**src/rtl/spi_pkg.sv**
```systemverilog
`default_nettype none
// ============================================================================
//  Module      : spi_pkg
//  Description : Shared types and constants for the SPI responder.
//  Revision    : 1.0 - initial release
// ============================================================================
package spi_pkg;

    localparam int SPI_BYTE_W = 8;

    // Byte sent to the master whenever nothing is waiting in the holding register
    localparam logic [SPI_BYTE_W-1:0] C_DUMMY_BYTE = 8'hFF;

    typedef enum logic [0:0] {
        IDLE     = 1'b0,
        SELECTED = 1'b1
    } spi_resp_state_t;

endpackage : spi_pkg
`default_nettype wire

```
**src/rtl/spi_sync_edge.sv**
```systemverilog
`default_nettype none
// ============================================================================
//  Module      : spi_sync_edge
//  Description : Multi-flop synchronizer followed by an edge-detect flop.
//                level/rise/fall are valid SYNC_STAGES clk after the pin.
//  Revision    : 1.0 - initial release
// ============================================================================
module spi_sync_edge #(
    parameter int SYNC_STAGES = 2   // legal values: 2 or 3
) (
    input  logic clk,
    input  logic rst_n,
    input  logic din,
    output logic level,
    output logic rise,
    output logic fall
);

    logic [SYNC_STAGES-1:0] r_sync;
    logic                   r_prev;

    // Metastability chain; resets low so a pin held low through reset gives no edge
    always_ff @(posedge clk or negedge rst_n) begin
        if (!rst_n) begin
            r_sync <= '0;
        end else begin
            r_sync <= {r_sync[SYNC_STAGES-2:0], din};
        end
    end

    // Previous synchronized level, used for edge detection
    always_ff @(posedge clk or negedge rst_n) begin
        if (!rst_n) begin
            r_prev <= 1'b0;
        end else begin
            r_prev <= r_sync[SYNC_STAGES-1];
        end
    end

    assign level = r_sync[SYNC_STAGES-1];
    assign rise  =  r_sync[SYNC_STAGES-1] & ~r_prev;
    assign fall  = ~r_sync[SYNC_STAGES-1] &  r_prev;

endmodule : spi_sync_edge
`default_nettype wire

```
**src/rtl/spi_responder.sv**
```systemverilog
`default_nettype none
// ============================================================================
//  Module      : spi_responder
//  Description : SPI Mode 1 (CPOL=0, CPHA=1) slave, MSB first, 8-bit frames,
//                oversampled in the clk domain, with a one-entry TX holding
//                register and back-to-back bytes within one SPI_EN frame.
//  Revision    : 1.0 - initial release
// ============================================================================
module spi_responder
    import spi_pkg::*;
#(
    parameter logic [SPI_BYTE_W-1:0] DUMMY_BYTE  = C_DUMMY_BYTE,
    parameter int                    SYNC_STAGES = 2
) (
    input  logic                  clk,
    input  logic                  rst_n,
    input  logic                  SPI_CLK,
    input  logic                  SPI_EN,
    input  logic                  SPI_MOSI,
    output logic                  SPI_MISO,
    output logic                  SPI_MISO_oe,
    input  logic [SPI_BYTE_W-1:0] tx_data,
    input  logic                  tx_valid,
    output logic                  tx_ready,
    output logic [SPI_BYTE_W-1:0] rx_data,
    output logic                  rx_valid,
    output logic                  tx_underrun,
    output logic                  frame_abort
);

    localparam int                 C_CNT_W    = $clog2(SPI_BYTE_W);
    localparam logic [C_CNT_W-1:0] C_LAST_BIT = C_CNT_W'(SPI_BYTE_W - 1);

    // ------------------------------------------------------------------------
    // Synchronized pin views
    // ------------------------------------------------------------------------
    logic w_sck_rise, w_sck_fall, w_en_rise, w_en_fall, w_mosi_s;
    logic w_unused_sck_lvl, w_unused_en_lvl, w_unused_mosi_rise, w_unused_mosi_fall;

    spi_sync_edge #(.SYNC_STAGES(SYNC_STAGES)) u_sync_sck (
        .clk   (clk),
        .rst_n (rst_n),
        .din   (SPI_CLK),
        .level (w_unused_sck_lvl),
        .rise  (w_sck_rise),
        .fall  (w_sck_fall)
    );

    spi_sync_edge #(.SYNC_STAGES(SYNC_STAGES)) u_sync_en (
        .clk   (clk),
        .rst_n (rst_n),
        .din   (SPI_EN),
        .level (w_unused_en_lvl),
        .rise  (w_en_rise),
        .fall  (w_en_fall)
    );

    spi_sync_edge #(.SYNC_STAGES(SYNC_STAGES)) u_sync_mosi (
        .clk   (clk),
        .rst_n (rst_n),
        .din   (SPI_MOSI),
        .level (w_mosi_s),
        .rise  (w_unused_mosi_rise),
        .fall  (w_unused_mosi_fall)
    );

    // ------------------------------------------------------------------------
    // State and datapath registers
    // ------------------------------------------------------------------------
    spi_resp_state_t       r_state, w_state_nxt;
    logic [SPI_BYTE_W-1:0] r_tx_shift, r_rx_shift, r_hold, r_rx_data;
    logic [C_CNT_W-1:0]    r_bit_cnt;
    logic                  r_hold_full;
    logic                  r_miso, r_miso_oe;
    logic                  r_rx_valid, r_tx_underrun, r_frame_abort;
    logic                  r_dummy_pend;

    // Control strobes decoded from state and synchronized edges
    logic                  w_load_start, w_end_frame, w_shift_out, w_shift_in, w_byte_done;
    logic                  w_load, w_accept;
    logic [SPI_BYTE_W-1:0] w_load_byte, w_rx_next;

    assign w_load      = w_load_start | w_byte_done;
    assign w_accept    = tx_valid & ~r_hold_full;
    assign w_load_byte = r_hold_full ? r_hold : DUMMY_BYTE;
    assign w_rx_next   = {r_rx_shift[SPI_BYTE_W-2:0], w_mosi_s};

    // State register
    always_ff @(posedge clk or negedge rst_n) begin
        if (!rst_n) begin
            r_state <= IDLE;
        end else begin
            r_state <= w_state_nxt;
        end
    end

    // Next state and per-cycle strobes; SPI_EN rising masks any SCK edge in the same clk
    always_comb begin
        w_state_nxt  = r_state;
        w_load_start = 1'b0;
        w_end_frame  = 1'b0;
        w_shift_out  = 1'b0;
        w_shift_in   = 1'b0;
        w_byte_done  = 1'b0;
        case (r_state)
            IDLE: begin
                if (w_en_fall) begin
                    w_state_nxt  = SELECTED;
                    w_load_start = 1'b1;
                end
            end
            SELECTED: begin
                if (w_en_rise) begin
                    w_state_nxt = IDLE;
                    w_end_frame = 1'b1;
                end else begin
                    w_shift_out = w_sck_rise;
                    w_shift_in  = w_sck_fall;
                    w_byte_done = w_sck_fall && (r_bit_cnt == C_LAST_BIT);
                end
            end
            default: w_state_nxt = IDLE;
        endcase
    end

    // Holding register: a same-cycle accept refills it after the load took the old content
    always_ff @(posedge clk or negedge rst_n) begin
        if (!rst_n) begin
            r_hold      <= '0;
            r_hold_full <= 1'b0;
        end else if (w_accept) begin
            r_hold      <= tx_data;
            r_hold_full <= 1'b1;
        end else if (w_load) begin
            r_hold_full <= 1'b0;
        end
    end

    // Transmit path. An in-frame dummy load is only reported as an underrun once
    // that byte actually starts going out, so the trailing load point after a
    // frame's last byte never flags a spurious underrun.
    always_ff @(posedge clk or negedge rst_n) begin
        if (!rst_n) begin
            r_tx_shift    <= '0;
            r_miso        <= 1'b0;
            r_miso_oe     <= 1'b0;
            r_tx_underrun <= 1'b0;
            r_dummy_pend  <= 1'b0;
        end else begin
            r_tx_underrun <= 1'b0;
            if (w_end_frame) begin
                r_miso       <= 1'b0;
                r_miso_oe    <= 1'b0;
                r_dummy_pend <= 1'b0;
            end
            if (w_load_start) begin
                r_miso_oe     <= 1'b1;
                r_tx_underrun <= ~r_hold_full;
                r_dummy_pend  <= 1'b0;
            end
            if (w_load) begin
                r_tx_shift <= w_load_byte;
            end else if (w_shift_out) begin
                r_tx_shift <= {r_tx_shift[SPI_BYTE_W-2:0], 1'b0};
            end
            if (w_byte_done) begin
                r_dummy_pend <= ~r_hold_full;
            end
            if (w_shift_out) begin
                r_miso <= r_tx_shift[SPI_BYTE_W-1];
                if (r_dummy_pend) begin
                    r_tx_underrun <= 1'b1;
                    r_dummy_pend  <= 1'b0;
                end
            end
        end
    end

    // Receive path: sample on SCK falling edges, publish each completed byte
    always_ff @(posedge clk or negedge rst_n) begin
        if (!rst_n) begin
            r_rx_shift    <= '0;
            r_bit_cnt     <= '0;
            r_rx_data     <= '0;
            r_rx_valid    <= 1'b0;
            r_frame_abort <= 1'b0;
        end else begin
            r_rx_valid    <= 1'b0;
            r_frame_abort <= w_end_frame && (r_bit_cnt != '0);
            if (w_load_start) begin
                r_bit_cnt <= '0;
            end else if (w_shift_in) begin
                r_rx_shift <= w_rx_next;
                r_bit_cnt  <= r_bit_cnt + 1'b1;
            end
            if (w_byte_done) begin
                r_rx_data  <= w_rx_next;
                r_rx_valid <= 1'b1;
            end
        end
    end

    assign SPI_MISO    = r_miso;
    assign SPI_MISO_oe = r_miso_oe;
    assign tx_ready    = ~r_hold_full;
    assign rx_data     = r_rx_data;
    assign rx_valid    = r_rx_valid;
    assign tx_underrun = r_tx_underrun;
    assign frame_abort = r_frame_abort;

endmodule : spi_responder
`default_nettype wire

```
**config.mk**
```make
export PLATFORM = sky130hd
export DESIGN_NAME = spi_responder
export DESIGN_NICKNAME = d
export VERILOG_FILES = /design/src/rtl/spi_pkg.sv /design/src/rtl/spi_sync_edge.sv /design/src/rtl/spi_responder.sv
export SDC_FILE = /design/constraint.sdc
export NUM_CORES = 1
export LEC_CHECK = 0
export ABC_AREA = 0
export CORE_UTILIZATION = 30
export DETAILED_ROUTE_END_ITERATION = 7
export MAX_ROUTING_LAYER = met4
export PLACE_DENSITY = 0.6
export SLEW_MARGIN = 30
export SYNTH_ARGS = -nofsm -noshare
export SYNTH_HDL_FRONTEND = slang
export SYNTH_SLANG_ARGS = --single-unit
export TNS_END_PERCENT = 1
```
**constraint.sdc**
```tcl
create_clock -name clk -period 1.9 [get_ports clk]
set_input_delay 0.38 -clock clk [delete_from_list [all_inputs] [get_ports clk]]
set_output_delay 0.38 -clock clk [all_outputs]
set_load 0.05 [all_outputs]
```
==> results of run 1 <==
## metal layers
layer,vias to the layer above,wire [um],global-route usage (%)
met3,6,120,3.307
met4,0,53,3.698
met1,560,1483,13.05
met2,20,1501,15.69
met5,-,0,-
li1,556,-,-
## through the flow
| stage | cells | utilization (%) | area [um2] |
|---|---|---|---|
| finish | 254 | 38.55 | 2504 |
| global route | 254 | 38.55 | 2504 |
| CTS | 254 | 38.55 | 2504 |
| detailed placement | 247 | 37.37 | 2427 |
| global placement | 247 | 37.37 | 2427 |
| floorplan | 144 | - | 2071 |
## cell families after synthesis
kind of cell               Yosys count  synth area share (%)
muxes                               38                 20.48
buffers and inverters               14                 4.048
AOI/OAI and AO/OA                   11                 3.867
and+or+nand+nor                     28                 9.366
DFF                                 50                 60.42
adders and majority gates            3                 1.813
## placed cells by master (no fill, tap or decap)
| cell | synthesis | routed |
|---|---|---|
| sky130_fd_sc_hd__nand4b_1 | 1 | 1 |
| sky130_fd_sc_hd__clkbuf_8 | 0 | 5 |
| sky130_fd_sc_hd__clkbuf_1 | 0 | 2 |
| sky130_fd_sc_hd__mux2_4 | 4 | 4 |
| sky130_fd_sc_hd__a41o_1 | 1 | 1 |
| sky130_fd_sc_hd__nand3_4 | 1 | 1 |
| sky130_fd_sc_hd__dfrtp_1 | 50 | 50 |
| sky130_fd_sc_hd__clkdlybuf4s50_1 | 0 | 22 |
| sky130_fd_sc_hd__buf_4 | 0 | 6 |
| sky130_fd_sc_hd__or2_2 | 1 | 1 |
| sky130_fd_sc_hd__o22ai_1 | 1 | 1 |
| sky130_fd_sc_hd__buf_2 | 1 | 1 |
| sky130_fd_sc_hd__clkinv_1 | 1 | 1 |
| sky130_fd_sc_hd__nand3b_1 | 1 | 1 |
| sky130_fd_sc_hd__nand2_1 | 4 | 4 |
| sky130_fd_sc_hd__nor2_1 | 10 | 10 |
| sky130_fd_sc_hd__a21o_2 | 1 | 1 |
| sky130_fd_sc_hd__mux2i_1 | 15 | 15 |
| sky130_fd_sc_hd__nand4b_4 | 1 | 1 |
| sky130_fd_sc_hd__nand2b_1 | 1 | 1 |
| sky130_fd_sc_hd__nand3_1 | 4 | 4 |
| sky130_fd_sc_hd__nand4_4 | 1 | 1 |
| sky130_fd_sc_hd__inv_1 | 8 | 8 |
| sky130_fd_sc_hd__a21oi_2 | 1 | 1 |
| sky130_fd_sc_hd__a41oi_2 | 1 | 1 |
| sky130_fd_sc_hd__and2b_4 | 1 | 1 |
| sky130_fd_sc_hd__a21oi_1 | 1 | 1 |
| sky130_fd_sc_hd__nor2b_1 | 1 | 1 |
| sky130_fd_sc_hd__buf_12 | 0 | 2 |
| sky130_fd_sc_hd__ha_1 | 3 | 3 |
| sky130_fd_sc_hd__nand2b_4 | 1 | 1 |
| sky130_fd_sc_hd__mux2_2 | 19 | 19 |
| sky130_fd_sc_hd__o21ai_0 | 5 | 5 |
## how the worst max path moves through the flow
| stage | depth (start not counted) | slack, ns | endpoint |
|---|---|---|---|
| after floorplan | 7 | 0.34 | r_tx_shift[0] |
| after global placement | 7 | 0.23 | r_tx_shift[0] |
| after detailed placement | 7 | 0.17 | r_tx_shift[1] |
| after CTS | 1 | 0.04 | rx_data[1] |
| after global routing | 1 | 0.004 | rx_data[0] |
| final | 1 | 0.07 | rx_data[1] |
## cells in the mapped netlist, types with 3 or more instances
cell	n	area share [%]
sky130_fd_sc_hd__buf_6	4	2.2
sky130_fd_sc_hd__dfrtp_1	50	60
sky130_fd_sc_hd__ha_1	3	1.8
sky130_fd_sc_hd__inv_1	8	1.5
sky130_fd_sc_hd__mux2_2	19	10
sky130_fd_sc_hd__mux2_4	4	2.9
sky130_fd_sc_hd__mux2i_1	15	7.3
sky130_fd_sc_hd__nand2_1	4	0.72
sky130_fd_sc_hd__nand3_1	4	0.97
sky130_fd_sc_hd__nor2_1	10	1.8
sky130_fd_sc_hd__o21ai_0	5	1.2
## layout make-up
type | instances | area [um2]
fill | 628 | 3991
sequential | 50 | 1251
multi-input combinational | 80 | 735.7
timing repair buffer | 31 | 310.3
tap | 77 | 96.34
clock buffer | 7 | 76.32
inverter | 9 | 33.78
## state kept, by name, summed over array words and instances (netlist names), 2 cells and up
signal / flops
r_tx_shift: 8
u_sync_mosi.r_sync: 2
r_bit_cnt: 3
u_sync_en.r_sync: 2
r_hold: 8
r_rx_shift: 7
u_sync_sck.r_sync: 2
rx_data: 8
## power breakdown
| part | total, mW | switching [mW] | internal [mW] |
|---|---|---|---|
| Combinational | 0.745 | 0.348 | 0.397 |
| Clock | 0.571 | 0.317 | 0.254 |
| Sequential | 1.53 | 0.179 | 1.35 |
==> flow_metrics.py, run 1 <==
metrics = {
    "status": {
        "status": "finished, final reports clean",
    },
    "floorplanning": {
        "die_h_um": 85.08,
        "i_o_pin_count": 28,
        "start_util_pct": 31.88,
        "floorplan.die_area_um2": 7239,
        "core_um2": 6495,
        "placementRows": 29,
        "die_w_um": 85.08,
    },
    "sta": {
        "setup_slack_ns": 0.06674,
        "hold_slack_ns": 0.04098,
        "layout_worst_path_cycle_share_pct": 96.49,
        "worst_pin_slew_ns": 0.4971,
        "slew_headroom_pct": 66.76,
        "grt_setup_unrepaired": "false",
        "max_frequency_mhz": 545.5,
        "setup-violations-final": 0,
        "timing.final.crit_period_ns": 1.833,
        "finalHoldViolations": 0,
        "finalMaxSlewViolations": 0,
        "timing.clock.skew_ns": 0.005464,
        "totalNegativeSetupSlack_ns": 0,
    },
    "yosys": {
        "yosys_warnings": 0,
        "seq_area_frac_synth_pct": 60.42,
        "synth_enable_flop_cells": 0,
        "synthArstFlopShare_pct": 100.0,
        "synthCells": 144,
        "postSynthAreaPerCell_um2": 14.38,
        "synth_cell_type_count": 29,
        "synth.net_count": 161,
        "synth.cell_area_um2": 2071,
        "synth.ff_latch_count": 50,
        "synth_ff_type": "sky130_fd_sc_hd__dfrtp_1",
    },
    "power_and_ir_drop": {
        "peak_ir_drop_on_the_vdd_network_v": 0.0005266,
        "power-per-cell-area_nw_per_um2": 1137,
        "power_mw": 2.846,
        "leakagePower_nw": 1.220,
    },
    "grt": {
        "number_of_global_route_vias_before_repair": 1192,
        "globalRouteOverflowTotal": 0,
        "grt_first_pass_wirelength_mm": 5.664,
        "grt_start_max_net_pins": 31,
        "grt_use_total_pct": 10.36,
        "grt_antenna_before_repair": 0,
    },
    "setup_path": {
        "critical-path-top-delay-family": "buffers and inverters",
        "critical_path.reg2reg.startpoint": "r_bit_cnt[0]",
        "startpoint_kind_of_the_worst_setup_timing_path": "register",
        "startpoint": "rx_data[1]",
        "cp.arrival_ns": 1.45,
        "worst_ep_required_time_ns": 1.52,
        "buf_inv_stages_crit_path": 1,
        "r2r_cells": 7,
        "cpPeakStageDelay_ns": 0.80,
        "crit_path_slowest_cell": "sky130_fd_sc_hd__clkdlybuf4s50_1",
        "critPathCaptureType": "output port",
        "rr_endpoint": "r_tx_shift[7]",
        "r2r_setup_slack_ns": 0.19,
        "worstSetupPathType": "register to output port",
        "critical_path_peak_fanout": 2,
        "cells_along_the_critical_path": "clkdlybuf4s50_1",
    },
    "routing": {
        "detail_routed_net_length_per_standard_cell_um": 12.43,
        "drt-initial-drc-count": 31,
        "drt-total-wl_mm": 3.158,
        "drc": 0,
        "post_drt_via_cell_ratio": 4.496,
        "ant_nets": 0,
        "detail_route.first_pass.iterations": 4,
        "route.vias.total": 1142,
    },
    "clocking": {
        "clkLatencyLatePin_ns": 0.29,
        "cts_root_buffer": "sky130_fd_sc_hd__clkbuf_8",
        "postCtsHoldBufs": 0,
        "cts_max_level": 2,
        "clk_pin_slew_ns": 0.08,
        "number_of_buffers_added_by_the_clock_tree_synthesis_step": 5,
        "post_cts.repair.setup_buffers": 0,
        "clock_buffer_depth": 2,
        "tritoncts": "done",
        "cts.sinks": 50,
        "cts.repair.resized": 0,
    },
    "place": {
        "port-buffer-count": 27,
        "place_hpwl_mm": 2.262,
        "dp_worst_setup_slack_ns": 0.1711,
        "gp_routability_congestion": 0.6762,
    },
    "hold_path": {
        "min-delay-path-class": "input pin to async pin",
    },
    "final_layout": {
        "drive_above_1_share_pct": 25.99,
        "layout.nets": 194,
        "area_growth_syn_to_layout_pct": 20.91,
        "antenna-diode-count": 0,
    },
    "run": {
        "max_cap_violations": 0,
    },
}
No activity file was read; power rests on OpenSTA's default activity.
==> run 2: changes to the inputs <==
CAP_MARGIN = 10   (was unset)
==> results of run 2 <==
Same layout as run 1: the final DEF is identical, and so are final timing and power.
